**config.mk**
```make
export PLATFORM = sky130hd
export DESIGN_NAME = display_scan_ctrl
export DESIGN_NICKNAME = d
export VERILOG_FILES = /design/src/rtl/display_scan_ctrl.sv
export SDC_FILE = /design/constraint.sdc
export NUM_CORES = 1
export LEC_CHECK = 0
export BUFFER_PORTS_ARGS = -buffer_cell sky130_fd_sc_hd__buf_2
export CORE_MARGIN = 2
export CORE_UTILIZATION = 40
export CTS_CLUSTER_SIZE = 30
export DETAILED_ROUTE_END_ITERATION = 8
export PLACE_DENSITY = 0.68
export SYNTH_ARGS = -nofsm -noshare
export SYNTH_HDL_FRONTEND = slang
export SYNTH_SLANG_ARGS = --single-unit
```
**constraint.sdc**
```tcl
create_clock -name clk -period 4.61 [get_ports clk]
set_input_delay 0 -clock clk [delete_from_list [all_inputs] [get_ports clk]]
set_output_delay 0 -clock clk [all_outputs]
set_load 0.005 [all_outputs]
```
**src/rtl/display_scan_ctrl.sv**
```systemverilog
`default_nettype none
// ============================================================================
// Module   : display_scan_ctrl
// Function : Binary-to-BCD converter (shift-and-add-3, one bit per cycle)
//            feeding a time-multiplexed one-hot digit scanner with optional
//            leading-zero blanking.
// Revision : 1.0 - initial release
// ============================================================================
module display_scan_ctrl #(
  parameter int NUM_DIGITS = 4,
  parameter int BIN_W      = 14,
  parameter int SCAN_DIV   = 1000
) (
  input  logic                  clk,
  input  logic                  rst,
  input  logic                  load,
  input  logic [BIN_W-1:0]      value,
  input  logic                  blank_zeros,
  output logic                  busy,
  output logic                  overflow,
  output logic [3:0]            bcd,
  output logic                  enable_segment,
  output logic [NUM_DIGITS-1:0] digit_sel
);

  localparam int BCD_W = 4 * NUM_DIGITS;
  localparam int SR_W  = BCD_W + BIN_W;
  localparam int CNT_W = $clog2(BIN_W + 1);
  localparam int DIV_W = (SCAN_DIV > 1) ? $clog2(SCAN_DIV) : 1;
  localparam int IDX_W = (NUM_DIGITS > 1) ? $clog2(NUM_DIGITS) : 1;

  // Largest value the display can show: 10^NUM_DIGITS - 1.
  function automatic logic [63:0] max_display(input int n);
    logic [63:0] r;
    r = 64'd1;
    for (int k = 0; k < n; k++) r = r * 64'd10;
    return r - 64'd1;
  endfunction

  localparam logic [63:0] MAX_VAL = max_display(NUM_DIGITS);

  typedef enum logic [0:0] {
    S_IDLE = 1'b0,
    S_CONV = 1'b1
  } state_t;

  state_t                state_q, state_d;
  logic [SR_W-1:0]       sr_q, sr_d;
  logic [CNT_W-1:0]      cnt_q, cnt_d;
  logic                  ovf_pend_q, ovf_pend_d;
  logic [BCD_W-1:0]      digits_q, digits_d;
  logic                  overflow_q, overflow_d;
  logic                  valid_q, valid_d;
  logic [DIV_W-1:0]      div_q, div_d;
  logic [IDX_W-1:0]      idx_q, idx_d;
  logic [3:0]            bcd_q, bcd_d;
  logic                  en_q, en_d;
  logic [NUM_DIGITS-1:0] sel_q, sel_d;

  logic [SR_W-1:0]       sr_adj;
  logic [SR_W-1:0]       sr_step;
  logic [63:0]           value_ext;
  logic [NUM_DIGITS-1:0] hi_zero;
  logic [NUM_DIGITS-1:0] blanked;

  // Add-3 correction on every BCD nibble before the shift.
  generate
    for (genvar g = 0; g < NUM_DIGITS; g++) begin : g_adj
      assign sr_adj[BIN_W+4*g +: 4] = (sr_q[BIN_W+4*g +: 4] >= 4'd5) ?
                                      (sr_q[BIN_W+4*g +: 4] + 4'd3) :
                                       sr_q[BIN_W+4*g +: 4];
    end
  endgenerate
  assign sr_adj[BIN_W-1:0] = sr_q[BIN_W-1:0];
  assign sr_step           = {sr_adj[SR_W-2:0], 1'b0};
  assign value_ext         = 64'(value);

  // Conversion FSM next-state: capture/clamp on load, step, atomic commit.
  always_comb begin
    state_d    = state_q;
    sr_d       = sr_q;
    cnt_d      = cnt_q;
    ovf_pend_d = ovf_pend_q;
    digits_d   = digits_q;
    overflow_d = overflow_q;
    valid_d    = valid_q;
    case (state_q)
      S_IDLE: begin
        if (load) begin
          if (value_ext > MAX_VAL) begin
            sr_d       = {{BCD_W{1'b0}}, MAX_VAL[BIN_W-1:0]};
            ovf_pend_d = 1'b1;
          end else begin
            sr_d       = {{BCD_W{1'b0}}, value};
            ovf_pend_d = 1'b0;
          end
          cnt_d   = CNT_W'(BIN_W);
          state_d = S_CONV;
        end
      end
      S_CONV: begin
        sr_d  = sr_step;
        cnt_d = cnt_q - CNT_W'(1);
        if (cnt_q == CNT_W'(1)) begin
          digits_d   = sr_step[SR_W-1:BIN_W];
          overflow_d = ovf_pend_q;
          valid_d    = 1'b1;
          state_d    = S_IDLE;
        end
      end
      default: state_d = S_IDLE;
    endcase
  end

  // Free-running scan divider and digit index.
  always_comb begin
    div_d = div_q + DIV_W'(1);
    idx_d = idx_q;
    if (div_q == DIV_W'(SCAN_DIV - 1)) begin
      div_d = '0;
      idx_d = (idx_q == IDX_W'(NUM_DIGITS - 1)) ? '0 : idx_q + IDX_W'(1);
    end
  end

  // Leading-zero detection: digit i is blankable when it and all above are 0.
  always_comb begin
    hi_zero = '0;
    blanked = '0;
    hi_zero[NUM_DIGITS-1] = (digits_q[BCD_W-1 -: 4] == 4'd0);
    for (int k = NUM_DIGITS - 2; k >= 0; k--) begin
      hi_zero[k] = hi_zero[k+1] && (digits_q[4*k +: 4] == 4'd0);
    end
    for (int k = 1; k < NUM_DIGITS; k++) begin
      blanked[k] = blank_zeros && hi_zero[k];
    end
  end

  // Output register: new scan index with the digit value held before this edge.
  always_comb begin
    bcd_d = digits_q[4*idx_d +: 4];
    sel_d = NUM_DIGITS'(1) << idx_d;
    en_d  = valid_q && !blanked[idx_d];
  end

  // State registers with synchronous reset.
  always_ff @(posedge clk) begin
    if (rst) begin
      state_q    <= S_IDLE;
      sr_q       <= '0;
      cnt_q      <= '0;
      ovf_pend_q <= 1'b0;
      digits_q   <= '0;
      overflow_q <= 1'b0;
      valid_q    <= 1'b0;
      div_q      <= '0;
      idx_q      <= '0;
      bcd_q      <= 4'd0;
      en_q       <= 1'b0;
      sel_q      <= NUM_DIGITS'(1);
    end else begin
      state_q    <= state_d;
      sr_q       <= sr_d;
      cnt_q      <= cnt_d;
      ovf_pend_q <= ovf_pend_d;
      digits_q   <= digits_d;
      overflow_q <= overflow_d;
      valid_q    <= valid_d;
      div_q      <= div_d;
      idx_q      <= idx_d;
      bcd_q      <= bcd_d;
      en_q       <= en_d;
      sel_q      <= sel_d;
    end
  end

  assign busy           = (state_q == S_CONV);
  assign overflow       = overflow_q;
  assign bcd            = bcd_q;
  assign enable_segment = en_q;
  assign digit_sel      = sel_q;

endmodule
`default_nettype wire

```
==> results of run 1 <==
## registers in the layout, indices dropped and copies added (netlist names), 2 cells and up
register,count
idx_q,2
bcd,4
digits_q,16
digit_sel,4
sr_q,30
div_q,10
cnt_q,4
## cell usage after synthesis (all sizes together), types with 2 or more instances
master,n
a211oi,2
a21oi,48
a221oi,4
a311oi,5
a32oi,2
and3,2
buf,7
clkbuf,14
dfxtp,75
ha,12
inv,16
mux2,6
mux2i,22
nand2,42
nand2b,9
nand3,11
nand3b,3
nor2,54
nor3,11
nor3b,12
nor4,2
o21ai,10
o22ai,5
or2,4
or4,4
xnor2,8
xor2,4
## worst paths after layout
kind / start / cells after the start / to / slack [ps]
worst max-delay path: idx_q[0] / 6 / bcd[2] / 2680
worst min register to register: valid_q / 2 / enable_segment / 450
worst min-delay path: value[0] / 3 / sr_q[0] / 30
worst max register to register: idx_q[0] / 6 / bcd[2] / 2680
## power groups by stage
stage / combinational [W] / sequential (W) / clock, W
final: 0.0000922 / 0.000678 / 0.000452
after global routing: 0.000105 / 0.000682 / 0.000494
after CTS: 0.0000931 / 0.000678 / 0.000471
after detailed placement: 0.0000895 / 0.000694 / 0
after global placement: 0.0000875 / 0.000692 / 0
after floorplan: 0.0000687 / 0.000688 / 0
## stage by stage
step                setup slack, ps  power (W)  utilization
finish                         2680    0.00122        0.458
global route                   2500    0.00128        0.458
global placement               2770   0.000780        0.431
detailed placement             2690   0.000783        0.431
floorplan                      2810   0.000757            -
CTS                            2670    0.00124        0.458
## area by class of cell
cell class / instances / area, µm² / share of cell area
Inverter: 16 / 60.1 / 0.0153
Multi-Input combinational cell: 296 / 1850 / 0.471
Sequential cell: 75 / 1500 / 0.382
Tap cell: 108 / 135 / 0.0343
Timing Repair Buffer: 35 / 205 / 0.0521
Clock buffer: 11 / 141 / 0.0359
Clock inverter: 5 / 38.8 / 0.00985
## critical path, stage by stage (launching register included)
cell and delay [ps]:
dfxtp_1 360, ha_1 220, or2_2 300, or4_4 460
nand2_4 170, mux2i_1 210, o22ai_1 110
## routing by layer
metal | GRT usage | part of all wire
met1 | 0.187 | 0.49
met4 | 0.0449 | 0.013
met3 | 0.0424 | 0.037
met2 | 0.257 | 0.46
met5 | 0 | 0
## cells by family after synthesis
| kind of cell | count (synthesis) | synth area share |
|---|---|---|
| XOR/XNOR | 12 | 0.0301 |
| AO/OA/AOI/OAI | 85 | 0.145 |
| multiplexers | 28 | 0.0823 |
| AND/OR/NAND/NOR | 159 | 0.230 |
| buffers and inverters | 37 | 0.0401 |
| flip-flops | 75 | 0.429 |
| adder cells (fa/ha/maj) | 12 | 0.0429 |
==> reports/qor.csv, run 1 <==
stage,metric,value,unit
outcome,run_status,"finished, final reports clean",
sta,hold_slack,26.2,ps
sta,timing.final.crit_share,0.420,
logic_synthesis,post_synth_instance_area,0.00350,mm²
sta,final.setup_skew,12.5,ps
min_path,worstHoldPathType,primary input to register,
sta,worstMarginPinSlew,770,ps
finish,drive_above_1_share,0.144,
sta,tns,0,ps
finish,nFillCells,868,
logic_synthesis,syn_area_per_cell,8.57,µm²
placement,place_area,0.00371,mm²
floorplan,floorplan.core_area,0.00859,mm²
logic_synthesis,synth_cells,408,
route,detail_route_antenna_nets,0,
logic_synthesis,synth-main-ff-cell,dfxtp_1,
finish,final_nets,463,
route,wl,6.75,mm
clock_tree,cts_tree,done,
logic_synthesis,synth_cell_type_count,47,
setup_path,timing_worst_setup_path_type,register to register,
clock_tree,cts_inserted_buffers,9,
clock_tree,cts_root_buf,clkbuf_8,
power_and_ir_drop,internal-power,0.000915,W
setup_path,cp.arrival,2170,ps
sta,finalCriticalPeriod,1930,ps
floorplan,initial_core_utilization,0.407,
global_routing,gr-usage-all-layers,0.152,
logic_synthesis,postSynthRegisterBits,75,
floorplan,fp-row-count,34,
setup_path,worstSetupEndpointType,register,
global_routing,grt_pass1_vias,2746,
floorplan,top_level_ports,29,
power_and_ir_drop,power-per-cell-area,311,mW/mm²
logic_synthesis,synth.largest_area_cell,dfxtp_1,
route,drt_iter0_drc,114,
clock_tree,cts_repair_resize_count,0,
logic_synthesis,synthArstFlopShare,0,
placement,gpl.final_weighted_congestion,0.778,
floorplan,fp.dieArea,0.00950,mm²
power_and_ir_drop,pwr-share-seq,0.555,
global_routing,grt_pass1_wl,12.1,mm
route,drcViolationCount,0,
setup_path,worst_ep_required_time,4840,ps
finish,n_antenna_cell,0,
logic_synthesis,ys_top_cells_by_area,"dfxtp_1 43%, a21oi_1 6.9%, mux2i_1 6.3%",
logic_synthesis,synth_edf_count,0,
global_routing,globalRoute.totalOverflow,0,
setup_path,startpoint_type_of_the_worst_setup_path,register,
route,route.detailed.wl_per_inst,12.4,µm
sta,setup_viol,0,
floorplan,horizontal_die_dimension,97.5,µm
logic_synthesis,synth_nets,438,
power_and_ir_drop,power.share.switching,0.252,
power_and_ir_drop,power.ir.vdd_worst,0.000159,V
route,drt_pre_antenna_iters,5,
logic_synthesis,yosysWarningCount,0,
sta,rsz0062_at_grt,no,
placement,detailedPlacementHpwl,4.64,mm
logic_synthesis,synthDominantCellAreaShare,0.429,
sta,max_slew_headroom_at_the_worst_pin,0.487,
route,dr_total_vias,2808,
finish,layout.cells.non_filler,546,
clock_tree,cts_num_sinks,75,
clock_tree,cts_max_path_buffers,2,
clock_tree,post_cts_buffers,0,
power_and_ir_drop,netSwitchingPower,0.000308,W
finish,finish.instance_area,0.00394,mm²
setup_path,timing.critical_path.fanout_max,8,
clock_tree,clock_latency,350,ps
clock_tree,htreeDepth,3,
placement,port_buffer_cells,28,
global_routing,maximum_number_of_pins_on_one_net_before_global_route_repair,60,
finish,syn_to_final_growth,12.6,%
route,post_drt_via_cell_ratio,5.14,
sta,fmax,517,MHz
power_and_ir_drop,power.share.clock,0.370,
power_and_ir_drop,p_leak,1.45,nW
finish,most-common-layout-cells,"74 x dfxtp_1, 54 x nor2_1, 48 x a21oi_1",
floorplan,dieHeight,97.5,µm
power_and_ir_drop,comb_power_share,0.075,
finish,layout_commonest_cell,dfxtp_1,
sta,final_hold_vio_count,0,
global_routing,antenna_found_initial,0,
placement,dp_cells,525,
logic_synthesis,ys_seq_area_frac,0.429,
sta,report.final.slew_viol_count,0,
clock_tree,cts.reportedPaths.clkPinSlew,90,ps
job,maxCapViolations,0,
clock_tree,cts_hold_buffers,5,
Power figures use the tool's default switching activity.
==> run 2: changes to the inputs <==
clock period = 1.9 ns   (was 4.61 ns; I/O delays follow)
==> run 2 against run 1 <==
Core utilization rose by 1.3 points. Global-route usage shrank 0.44 points. Register-to-register slack worse by 2600 ps. Combinational power is 150% higher. Wire length is 3.1% higher. Critical endpoint is now bcd[0].
==> reports/qor.csv, run 2 (synthesis gave the netlist of run 1 again) <==
stage,metric,value,unit
outcome,run_status,"finished, final reports clean",
power_and_ir_drop,p_leak,1.52,nW
setup_path,cp.arrival,2080,ps
placement,place_area,0.00378,mm²
sta,finalCriticalPeriod,1860,ps
sta,fmax,538,MHz
setup_path,cp_slowest_cell,or4_4,
finish,drive_above_1_share,0.172,
finish,most-common-layout-cells,"72 x dfxtp_1, 54 x nor2_1, 48 x a21oi_1",
setup_path,crit-reg2reg-launch,idx_q[0],
power_and_ir_drop,internal-power,0.00229,W
global_routing,antenna_found_initial,0,
finish,n_antenna_cell,0,
power_and_ir_drop,netSwitchingPower,0.000718,W
finish,final_nets,473,
power_and_ir_drop,pwr-share-seq,0.548,
floorplan,horizontal_die_dimension,97.5,µm
placement,port_buffer_cells,28,
sta,tns,0,ps
min_path,worstHoldPathType,primary input to register,
finish,finish.instance_area,0.00405,mm²
clock_tree,cts.reportedPaths.clkPinSlew,80,ps
finish,layout.cells.non_filler,555,
sta,final_hold_vio_count,0,
clock_tree,cts_tree,done,
route,detail_route_antenna_nets,0,
sta,hold_slack,9.05,ps
route,route.detailed.wl_per_inst,12.5,µm
floorplan,fp-row-count,34,
sta,final.setup_skew,10.8,ps
route,routed-wl-met2,3.37,mm
setup_path,timing.reg2reg.worst_path_depth,6,
floorplan,fp.dieArea,0.00950,mm²
global_routing,grt_pass1_wl,11.8,mm
route,routed_wire_length_on_met3,222,µm
power_and_ir_drop,power-per-cell-area,743,mW/mm²
min_path,whs_path_depth,3,
global_routing,maximum_number_of_pins_on_one_net_before_global_route_repair,33,
power_and_ir_drop,power.share.switching,0.239,
placement,dp_cells,535,
route,wl,6.96,mm
route,topRoutingLayerUsed,met4,
sta,timing.final.crit_share,0.978,
clock_tree,cts_inserted_buffers,9,
setup_path,timing_worst_setup_path_type,register to register,
route,met1Wirelength,3.27,mm
global_routing,grt_pass1_vias,2647,
finish,syn_to_final_growth,15.9,%
global_routing,globalRoute.totalOverflow,0,
route,drcViolationCount,0,
setup_path,timing.critical_path.fanout_max,8,
clock_tree,cts_root_buf,clkbuf_8,
sta,setup_viol,0,
floorplan,top_level_ports,29,
clock_tree,clock_latency,340,ps
clock_tree,cts_max_path_buffers,2,
setup_path,crit_path_cell_trace,ha_4 -> or2_4 -> or4_4 -> nand2_8 -> mux2i_1 -> o22ai_1,
setup_path,kind_of_cell_adding_the_most_delay_to_the_critical_path,simple AND/OR/NAND/NOR gates,
floorplan,dieHeight,97.5,µm
setup_path,cp.depth,6,
setup_path,worstSetupEndpointType,register,
sta,report.final.slew_viol_count,0,
setup_path,critPathLaunch,idx_q[0],
route,drt_iter0_drc,101,
route,dr_total_vias,2879,
min_path,holdCritStartpoint,value[0],
setup_path,worst_ep_required_time,2120,ps
finish,layout_commonest_cell,dfxtp_1,
finish,largest_reg_flops,30,
sta,rsz0062_at_grt,yes,
placement,detailedPlacementHpwl,4.91,mm
power_and_ir_drop,comb_power_share,0.075,
setup_path,path_buf_inv,0,
placement,gpl.final_weighted_congestion,0.755,
power_and_ir_drop,power.ir.vdd_worst,0.000349,V
floorplan,initial_core_utilization,0.407,
global_routing,gr-usage-all-layers,0.147,
job,maxCapViolations,0,
sta,max_slew_headroom_at_the_worst_pin,0.573,
clock_tree,cts_num_sinks,75,
route,post_drt_via_cell_ratio,5.19,
power_and_ir_drop,power.share.clock,0.377,
route,drt_pre_antenna_iters,4,
finish,biggestRegsByFlops,"sr_q x30, digits_q x16, div_q x10",
setup_path,startpoint_type_of_the_worst_setup_path,register,
sta,worstMarginPinSlew,639,ps
floorplan,floorplan.core_area,0.00859,mm²
finish,max_flop_register,sr_q,
setup_path,critical_path.max_stage_delay,580,ps
clock_tree,htreeDepth,3,
-- run 2: cell types whose count changed in the layout (fill, tap and decap cells not counted), moves of 2 or more --
cell / before / now
clkinvlp_4: 4 / 1
buf_4: 2 / 11
dfxtp_2: 1 / 3
or2_4: 0 / 2
clkbuf_8: 10 / 12
dfxtp_1: 74 / 72
-- run 2: power groups by stage --
stage          logic [W]  clock network [W]  registers (W)
2_1_floorplan   0.000167                  0        0.00167
3_3_place_gp    0.000215                  0        0.00168
3_5_place_dp    0.000219                  0        0.00169
4_1_cts         0.000228            0.00116        0.00165
5_1_grt         0.000257            0.00124        0.00166
6_report        0.000227            0.00113        0.00165
-- run 2: stage by stage --
step,utilization,power [W],setup slack (ps)
after floorplan,-,0.00184,102
after global placement,0.440,0.00190,90.6
after detailed placement,0.440,0.00191,40.4
after CTS,0.468,0.00304,12.3
after global routing,0.472,0.00316,-6.58
final,0.472,0.00301,41.1
-- run 2: final timing paths --
kind	slack (ps)	to
max	40	bcd[0]
min	9	sr_q[0]
max reg2reg	40	bcd[0]
min reg2reg	450	enable_segment
-- run 2: final cells by class --
class	count	area (µm²)
Fill cell	867	4540
Multi-Input combinational cell	296	1880
Sequential cell	75	1510
Timing Repair Buffer	45	284
Clock buffer	12	165
Tap cell	108	135
Inverter	16	60.1
Clock inverter	3	21.3
-- run 2: timing repair --
| item | in CTS | in global routing |
|---|---|---|
| gates resized for setup | 0 | 9 |
| hold endpoints to repair | 5 | 0 |
| endpoints found under the setup margin | 0 | 5 |
| buffers inserted | 0 | 0 |
| hold buffers | 5 | 0 |
-- run 2: metal layers --
| layer | track usage | vias up |
|---|---|---|
| li1 | - | 1488 |
| met1 | 0.185 | 1331 |
| met2 | 0.249 | 47 |
| met3 | 0.0388 | 13 |
| met4 | 0.0406 | 0 |
| met5 | 0 | - |
-- run 2: worst register-to-register path: cells and delay by family (launching register included) --
| kind | cells | cell delay [ps] |
|---|---|---|
| mux | 1 | 200 |
| flops | 1 | 350 |
| fa+ha+maj | 1 | 160 |
| compound gates | 1 | 90 |
| simple gates | 3 | 940 |
